**src/rtl/ir_queue_if.sv**
```systemverilog
// ir_queue_if: fetch/decode handshake bundle for ir_queue.
// Fetch side: flush, in_valid, in_ins, in_ready. Decode side: out_valid, out_ins, out_ready, ir_out, ir_load, count.
interface ir_queue_if #(
  parameter int DWIDTH = 16,
  parameter int DEPTH  = 4,
  parameter int CW     = $clog2(DEPTH) + 1
);
  logic              flush;
  logic              in_valid;
  logic [DWIDTH-1:0] in_ins;
  logic              in_ready;
  logic              out_valid;
  logic [DWIDTH-1:0] out_ins;
  logic              out_ready;
  logic [DWIDTH-1:0] ir_out;
  logic              ir_load;
  logic [CW-1:0]     count;
  modport master (
    output flush, in_valid, in_ins, out_ready,
    input  in_ready, out_valid, out_ins, ir_out, ir_load, count
  );
  modport slave (
    input  flush, in_valid, in_ins, out_ready,
    output in_ready, out_valid, out_ins, ir_out, ir_load, count
  );
endinterface

```
**src/rtl/ir_queue.sv**
```systemverilog
// ir_queue: circular instruction FIFO feeding decode, with an instruction register holding the last popped word.
// Ports: clk, rst (sync, active-high), q (ir_queue_if.slave: flush, in/out handshakes, ir_out, ir_load, count).
module ir_queue #(
  parameter int DWIDTH = 16,
  parameter int DEPTH  = 4,
  parameter int CW     = $clog2(DEPTH) + 1
) (
  input logic        clk,
  input logic        rst,
  ir_queue_if.slave  q
);
  localparam int AW = $clog2(DEPTH);
  logic [DWIDTH-1:0] mem [DEPTH];
  logic [AW-1:0]     rp, wp;
  logic [CW-1:0]     cnt;
  logic [DWIDTH-1:0] ir;
  logic              ld;
  logic              push, pop;
  assign q.in_ready  = cnt != CW'(DEPTH);
  assign q.out_valid = cnt != '0;
  assign q.out_ins   = mem[rp];
  assign q.ir_out    = ir;
  assign q.ir_load   = ld;
  assign q.count     = cnt;
  assign push = q.in_valid && q.in_ready && !q.flush && !rst;
  assign pop  = q.out_valid && q.out_ready && !q.flush;
  always_ff @(posedge clk)
    if (push) mem[wp] <= q.in_ins;
  always_ff @(posedge clk) begin
    if (rst) begin
      rp  <= '0;
      wp  <= '0;
      cnt <= '0;
      ir  <= '0;
      ld  <= 1'b0;
    end else if (q.flush) begin
      rp  <= '0;
      wp  <= '0;
      cnt <= '0;
      ld  <= 1'b0;
    end else begin
      if (push) wp <= wp + 1'b1;
      if (pop) begin
        rp <= rp + 1'b1;
        ir <= mem[rp];
      end
      ld  <= pop;
      cnt <= cnt + CW'(push) - CW'(pop);
    end
  end
endmodule

```
**src/flat_wrapper.sv**
```systemverilog
// flat-port wrapper written by rule: the top's interface ports become plain ports
module ir_queue_flat 
#(
  parameter int DWIDTH = 16,
  parameter int DEPTH  = 4,
  parameter int CW     = $clog2(DEPTH) + 1
)
  (clk, rst, q_flush, q_in_valid, q_in_ins, q_out_ready, q_in_ready, q_out_valid, q_out_ins, q_ir_out, q_ir_load, q_count);
  ir_queue_if #(.DWIDTH(DWIDTH), .DEPTH(DEPTH), .CW(CW)) q_i ();
  input logic clk;
  input logic rst;
  input wire logic [$bits(q_i.flush)-1:0] q_flush;
  input wire logic [$bits(q_i.in_valid)-1:0] q_in_valid;
  input wire logic [$bits(q_i.in_ins)-1:0] q_in_ins;
  input wire logic [$bits(q_i.out_ready)-1:0] q_out_ready;
  output wire logic [$bits(q_i.in_ready)-1:0] q_in_ready;
  output wire logic [$bits(q_i.out_valid)-1:0] q_out_valid;
  output wire logic [$bits(q_i.out_ins)-1:0] q_out_ins;
  output wire logic [$bits(q_i.ir_out)-1:0] q_ir_out;
  output wire logic [$bits(q_i.ir_load)-1:0] q_ir_load;
  output wire logic [$bits(q_i.count)-1:0] q_count;
  assign q_i.flush = q_flush;
  assign q_i.in_valid = q_in_valid;
  assign q_i.in_ins = q_in_ins;
  assign q_i.out_ready = q_out_ready;
  assign q_in_ready = q_i.in_ready;
  assign q_out_valid = q_i.out_valid;
  assign q_out_ins = q_i.out_ins;
  assign q_ir_out = q_i.ir_out;
  assign q_ir_load = q_i.ir_load;
  assign q_count = q_i.count;
  ir_queue #(.DWIDTH(DWIDTH), .DEPTH(DEPTH), .CW(CW)) u_core (.clk(clk), .rst(rst), .q(q_i));
endmodule
```
**config.mk**
```make
export PLATFORM = sky130hd
export DESIGN_NAME = ir_queue_flat
export DESIGN_NICKNAME = d
export VERILOG_FILES = /design/src/rtl/ir_queue_if.sv /design/src/rtl/ir_queue.sv /design/src/flat_wrapper.sv
export SDC_FILE = /design/constraint.sdc
export NUM_CORES = 1
export LEC_CHECK = 0
export ABC_CLOCK_PERIOD_IN_PS = 2200
export CORE_AREA = 2 2 85 169
export DETAILED_ROUTE_END_ITERATION = 12
export DIE_AREA = 0 0 87 171
export MAX_ROUTING_LAYER = met4
export PLACE_DENSITY_LB_ADDON = 0.05
export RECOVER_POWER = 25
export SYNTH_ARGS = -nofsm -noshare
export SYNTH_HDL_FRONTEND = slang
export SYNTH_SLANG_ARGS = --single-unit
export TNS_END_PERCENT = 1
```
**constraint.sdc**
```tcl
create_clock -name clk -period 2.2 [get_ports clk]
set_clock_uncertainty 0.15 [all_clocks]
set_input_delay 0.44 -clock clk [delete_from_list [all_inputs] [get_ports clk]]
set_output_delay 0.44 -clock clk [all_outputs]
set_load 0.02 [all_outputs]
```
Yosys cells after proc, flatten, opt, wreduce, memory -nomap -nowiden:

Memories as Yosys holds them, arrays and structs flattened. A register that Yosys moved wholly into a read port is not among the register bits.
Cells that the tools add are included.
W data, S select, Z words.

* $add $sub $neg: 4
* equality and inequality tests: 1
* muxes and demuxes: 4
* bitwise operators: 1
* reduce and logical (&&, ||, !) cells: 10

Operators by type and width (number)
* $logic_and A1 B1 Y1: 5
* $add A2 B1 Y2 const B: 2
* $mux W2: 2
* $add A3 B1 Y3: 1
* $ne A3 B3 Y1 const B: 1
* $reduce_bool A3 Y1: 1
* $sub A3 B1 Y3: 1
* $logic_not A1 Y1: 2
* $mux W1: 2
* $reduce_and A2 Y1: 1
* $reduce_or A2 Y1: 1
* $not A1 Y1: 1

* bits in registers: 24
* RAM bits: 64
* bits of input ports: 21
* output and inout port bits: 38
* word-level logic and storage cells: 26
* memories kept: 1

Memory list
* u_core.mem: depth 4, width 16, rd ports 1, clocked after memory_dff 1, write ports 1, RTL line ir_queue.sv:13 `logic [DWIDTH-1:0] mem [DEPTH];`

Logic depth before layout (Yosys ltp):

* depth after elaboration: 6
* mapped depth: 10
* mapped depth without buffers: 10

Worst setup path before layout:

OpenSTA, ideal clock, no wires.

* path type: input -> register
* start point: input q_flush
* end point: register u_core.cnt[2] (netlist: u_core.q.count[2])
* library setup time: 78 ps
* data arrival time: 2179 ps
* required time: 1972 ps
* slack: -207 ps
* cell stages on the path: 9
* path buffers: 1
* path through: or2_2 -> buf_2 -> nor3_1 -> ha_1 -> inv_1 -> fa_1 -> xor2_1 -> and2_1 -> nor3_1

* word-level cells in the longest chain between the ends: 5
* elaborated cells between the ends (all ways): 7
* classes of those cells: add/sub (2); reduce/logical (5)

Ends and longest elaborated chain
* start, declared: RTL line flat_wrapper.sv:12 `input wire logic [$bits(q_i.flush)-1:0] q_flush;`
* $logic_not A1 Y1: RTL line ir_queue.sv:25 `assign push = q.in_valid && q.in_ready && !q.flush && !rst;`
* $logic_and A1 B1 Y1 (2 in series): RTL line ir_queue.sv:25
* via u_core.push: RTL line ir_queue.sv:18 `logic push, pop;`
* $add A3 B1 Y3: RTL line ir_queue.sv:48 `cnt <= cnt + CW'(push) - CW'(pop);`
* $sub A3 B1 Y3: RTL line ir_queue.sv:48
* end signal, assigned: RTL line ir_queue.sv:48
* end, declared: RTL line ir_queue.sv:15 `logic [CW-1:0] cnt;`

The timed path passes the listed nets, and every way through them passes these cells.
A chain may end at the register's enable or synchronous reset.

==> results.rst <==
.. list-table::
   :header-rows: 1

   * - Metric
     - Value
   * - Setup crit start kind
     - flop
   * - Area grow syn2layout
     - 36.7%
   * - Data arrival time at the worst-slack endpoint
     - 1.60 ns
   * - Instance count of the mapped netlist
     - 178
   * - Remaining max-slew budget at the tightest pin
     - 66.5%
   * - Chip Height
     - 171 µm
   * - Fraction of final layout cells with drive strength greater than 1
     - 31.5%
   * - Area of the die
     - ~15000 µm²
   * - Final setup violation count
     - 0
   * - Post-route setup slack
     - 0.0148 ns
   * - FMAX
     - 458 MHz
   * - Hold violation count in the final report
     - 0
   * - Number of port buffers
     - 58
   * - Worst flop-to-flop path startpoint
     - u_core.q.count[2]$_SDFF_PP0_
   * - Clock root cell
     - sky130_fd_sc_hd__clkbuf_16
   * - Cell type with the highest aggregate area in the netlist
     - sky130_fd_sc_hd__edfxtp_1
   * - Number of nets in the final layout
     - 293
   * - DP Worst Slack
     - -0.463 ns
   * - Clock latency at the later pin of the worst-skew pair
     - ~0.33 ns
   * - Outcome
     - complete, no violations
   * - End of the critical path
     - q_out_ins[15]
   * - Number of iterations in the first detailed-routing pass
     - 5
   * - Worst reg2reg setup slack
     - 0.11 ns
   * - Total global routing track utilization
     - 11.0%
   * - Number of logic stages on the critical path including buffering
     - 3
   * - Largest driver fanout on the critical path
     - 6
   * - Worst Setup Path Type
     - reg -> out
   * - Most area-consuming cells after synthesis
     - sky130_fd_sc_hd__edfxtp_1 57%, sky130_fd_sc_hd__dfxtp_1 16%, sky130_fd_sc_hd__mux4_2 6.7%, sky130_fd_sc_hd__mux4_1 4.7%, sky130_fd_sc_hd__a22o_1 4.2%
   * - Most common library cell in the layout ignoring fill and taps
     - sky130_fd_sc_hd__edfxtp_1
   * - PnR Total Power
     - 3.39 mW
   * - Critical path's slowest cell
     - sky130_fd_sc_hd__mux4_2
   * - Total count of max-transition violations in the final report
     - 0
   * - Via count of the routed design
     - 1858
   * - Crit path cell chain
     - buf_12, mux4_2, buf_2
   * - Remaining design rule violation count
     - 0
   * - Cell row count
     - slightly above 60
   * - Net Count, Synth
     - 206
   * - CTS HTree Levels
     - 3
   * - Avg Cell Area, Syn
     - 18.8 µm²
   * - I/O pin count
     - between 50 and 60
   * - R2R depth
     - 10
   * - Least-Margin Pin Slew
     - approximately 0.5 ns
   * - Ys Warns
     - 0
   * - Kind of end point of the critical path
     - output pin
   * - Avg Vias per Cell
     - 4.35
   * - Required time at the endpoint of the critical path
     - 1.61 ns
   * - Synth top area share
     - 57.3%
   * - Fraction of power consumed by sequential logic
     - 54.1%
   * - Count of cell types in the netlist
     - 30
   * - Inserted Diodes
     - 0
   * - Reg-to-reg endpoint
     - u_core.q.count[2]$_SDFF_PP0_
   * - Area of the core
     - 13700 µm²
   * - Starting utilization of the core area
     - 24.5%
   * - Initial antenna violation count
     - 0
   * - Hold_ws
     - around 0.32 ns
   * - Remaining number of nets flagged by the antenna check after routing
     - 0
   * - Delay of the slowest critical-path stage
     - roughly 0.53 ns
   * - Buffering stage count on the worst path with inverters included
     - 2
   * - GRT Residual Overflow
     - 0
   * - Maximum Capacitance Violations
     - 0
   * - IR drop worst, VDD
     - between 300 and 400 µV
   * - Routability congestion estimate
     - 0.751
   * - Number of violations reported at the end of detailed-routing iteration 0
     - 38
   * - Cell depth of the worst min-delay path
     - 1
   * - Pwr/cell area
     - ~740 nW/µm²
   * - Number of sinks on the clock net
     - 90
   * - Area of the mapped netlist
     - 3350 µm²
   * - Part of the cycle the worst path needs
     - about 100%
   * - Leak pwr
     - 1.59 nW
   * - Detail Placement HPWL
     - 4.99 mm
   * - Num CTS Buffers
     - 9
   * - Part of the total power dissipated in combinational logic
     - 4.9%
   * - Clock tree from TritonCTS
     - done
   * - Maximum number of pins on one net before global-route repair
     - 17
   * - Setup repair after global routing missed its margin
     - yes
   * - Final worst path period need
     - 2.19 ns
   * - Int Power
     - about 2.7 mW
   * - Highest-count cells in the layout ignoring fill and taps
     - 64 x sky130_fd_sc_hd__edfxtp_1, 27 x sky130_fd_sc_hd__clkdlybuf4s50_1, 22 x sky130_fd_sc_hd__dfxtp_1, 21 x sky130_fd_sc_hd__buf_4
   * - Quantity of hold-fixing buffers added after cts
     - 0
   * - Die W
     - 87 µm
   * - Mean routed wirelength per cell
     - 17.1 µm
   * - Switching share of power
     - 21.1%
   * - Vias in the first global route
     - 1995
   * - Flip-flop and latch count after synthesis
     - 90
   * - Largest delay contributor family on the critical path
     - multiplexers
   * - Clock buffer depth
     - 2
   * - Reg clk slew, reported paths
     - ~0.07 ns
   * - Routed wire length
     - 7.28 mm
   * - Reported net switching power
     - between 0.7 and 0.8 mW
   * - Min-delay worst type
     - reg -> reg
   * - First-pass GRT wire length
     - ~11 mm
   * - Part of the total power dissipated in the clock network
     - 41.0%
   * - Fraction of the yosys area taken by sequential cells
     - between 70 and 80%
state kept, by name (all words and copies together) (netlist names), named ones only:
name and cells:
u_core.q.ir_load 1, u_core.rp 2, u_core.mem 64, u_core.q.count 3, u_core.q.ir_out 16, u_core.wp 2
synthesized netlist by cell type:
cell type,count
sky130_fd_sc_hd__a21oi_1,5
sky130_fd_sc_hd__a22o_1,16
sky130_fd_sc_hd__and2_1,5
sky130_fd_sc_hd__buf_12,1
sky130_fd_sc_hd__buf_2,3
sky130_fd_sc_hd__buf_4,1
sky130_fd_sc_hd__buf_6,1
sky130_fd_sc_hd__clkbuf_1,1
sky130_fd_sc_hd__clkbuf_2,1
sky130_fd_sc_hd__dfxtp_1,26
sky130_fd_sc_hd__edfxtp_1,64
sky130_fd_sc_hd__fa_1,1
sky130_fd_sc_hd__ha_1,6
sky130_fd_sc_hd__inv_1,10
sky130_fd_sc_hd__mux4_1,6
sky130_fd_sc_hd__mux4_2,10
sky130_fd_sc_hd__nand2b_1,1
sky130_fd_sc_hd__nand3_1,2
sky130_fd_sc_hd__nor2_1,4
sky130_fd_sc_hd__nor3_1,2
sky130_fd_sc_hd__nor3_2,1
sky130_fd_sc_hd__nor3_4,1
sky130_fd_sc_hd__nor3b_1,1
sky130_fd_sc_hd__o21ai_0,3
sky130_fd_sc_hd__o21ba_2,1
sky130_fd_sc_hd__o31ai_1,1
sky130_fd_sc_hd__or2_2,1
sky130_fd_sc_hd__or3_1,1
sky130_fd_sc_hd__or4_1,1
sky130_fd_sc_hd__xor2_1,1
layout make-up:
cell class	instances	area [µm²]
well taps	157	196
multi-input cells	70	820
repair buffers	84	808
flip-flops and latches	90	2450
fillers	1310	9080
inverters	10	37.5
clock inverters	6	41.3
clock buffers	10	229
worst min path at each step:
stage,startpoint,endpoint,slack [ns]
after floorplan,u_core.rp[1]$_SDFFE_PP0P_,flop,0.30
after global placement,u_core.q.ir_out[9]$_SDFFE_PP0P_,u_core.q.ir_out[9]$_SDFFE_PP0P_,0.30
after detailed placement,u_core.q.ir_out[1]$_SDFFE_PP0P_,u_core.q.ir_out[1]$_SDFFE_PP0P_,0.30
after CTS,u_core.q.ir_out[11]$_SDFFE_PP0P_,u_core.q.ir_out[11]$_SDFFE_PP0P_,0.32
after global routing,u_core.q.ir_out[11]$_SDFFE_PP0P_,u_core.q.ir_out[11]$_SDFFE_PP0P_,0.34
final,u_core.q.ir_out[6]$_SDFFE_PP0P_,u_core.q.ir_out[6]$_SDFFE_PP0P_,0.32
stage by stage:
step           util, %  cell area, µm²  TNS, ns  std cells
6_report          33.6            4580        0        427
5_1_grt           33.6            4580   -0.337        427
4_1_cts           33.3            4550   -0.466        425
3_5_place_dp      31.6            4320    -8.40        408
3_3_place_gp      31.6            4320    -6.54        408
2_1_floorplan        -            3380  -0.0266        178
metal layers:
layer | GRT usage [%] | wire length [µm] | vias to the layer above
li1 | - | - | 872
met1 | 12.9 | 3100 | 927
met2 | 17.8 | 3790 | 52
met3 | 2.07 | 264 | 7
met4 | 5.10 | 123 | 0
met5 | - | 0 | -
logic make-up after synthesis:
logic type,after synthesis,synth area share [%]
flops,90,72.8
xor+xnor,1,0.261
fa+ha+maj,7,2.84
compound gates,26,5.90
buf+inv,18,2.98
simple gates,20,3.77
mux,16,11.4
power groups by stage:
stage | sequential (mW) | clock (mW) | combinational (mW)
global placement | 1.87 | 0 | 0.176
detailed placement | 1.87 | 0 | 0.177
global route | 1.84 | 1.51 | 0.184
finish | 1.84 | 1.39 | 0.167
CTS | 1.84 | 1.45 | 0.170
floorplan | 1.88 | 0 | 0.0661
what timing repair did:
item                                    CTS  global route
setup buffers                             0             2
endpoints found under the setup margin   19            16
gates resized for setup                  75            19
pin swaps                                 3             0
gates cloned                              1             0
(Power assumes the default switching activity.)
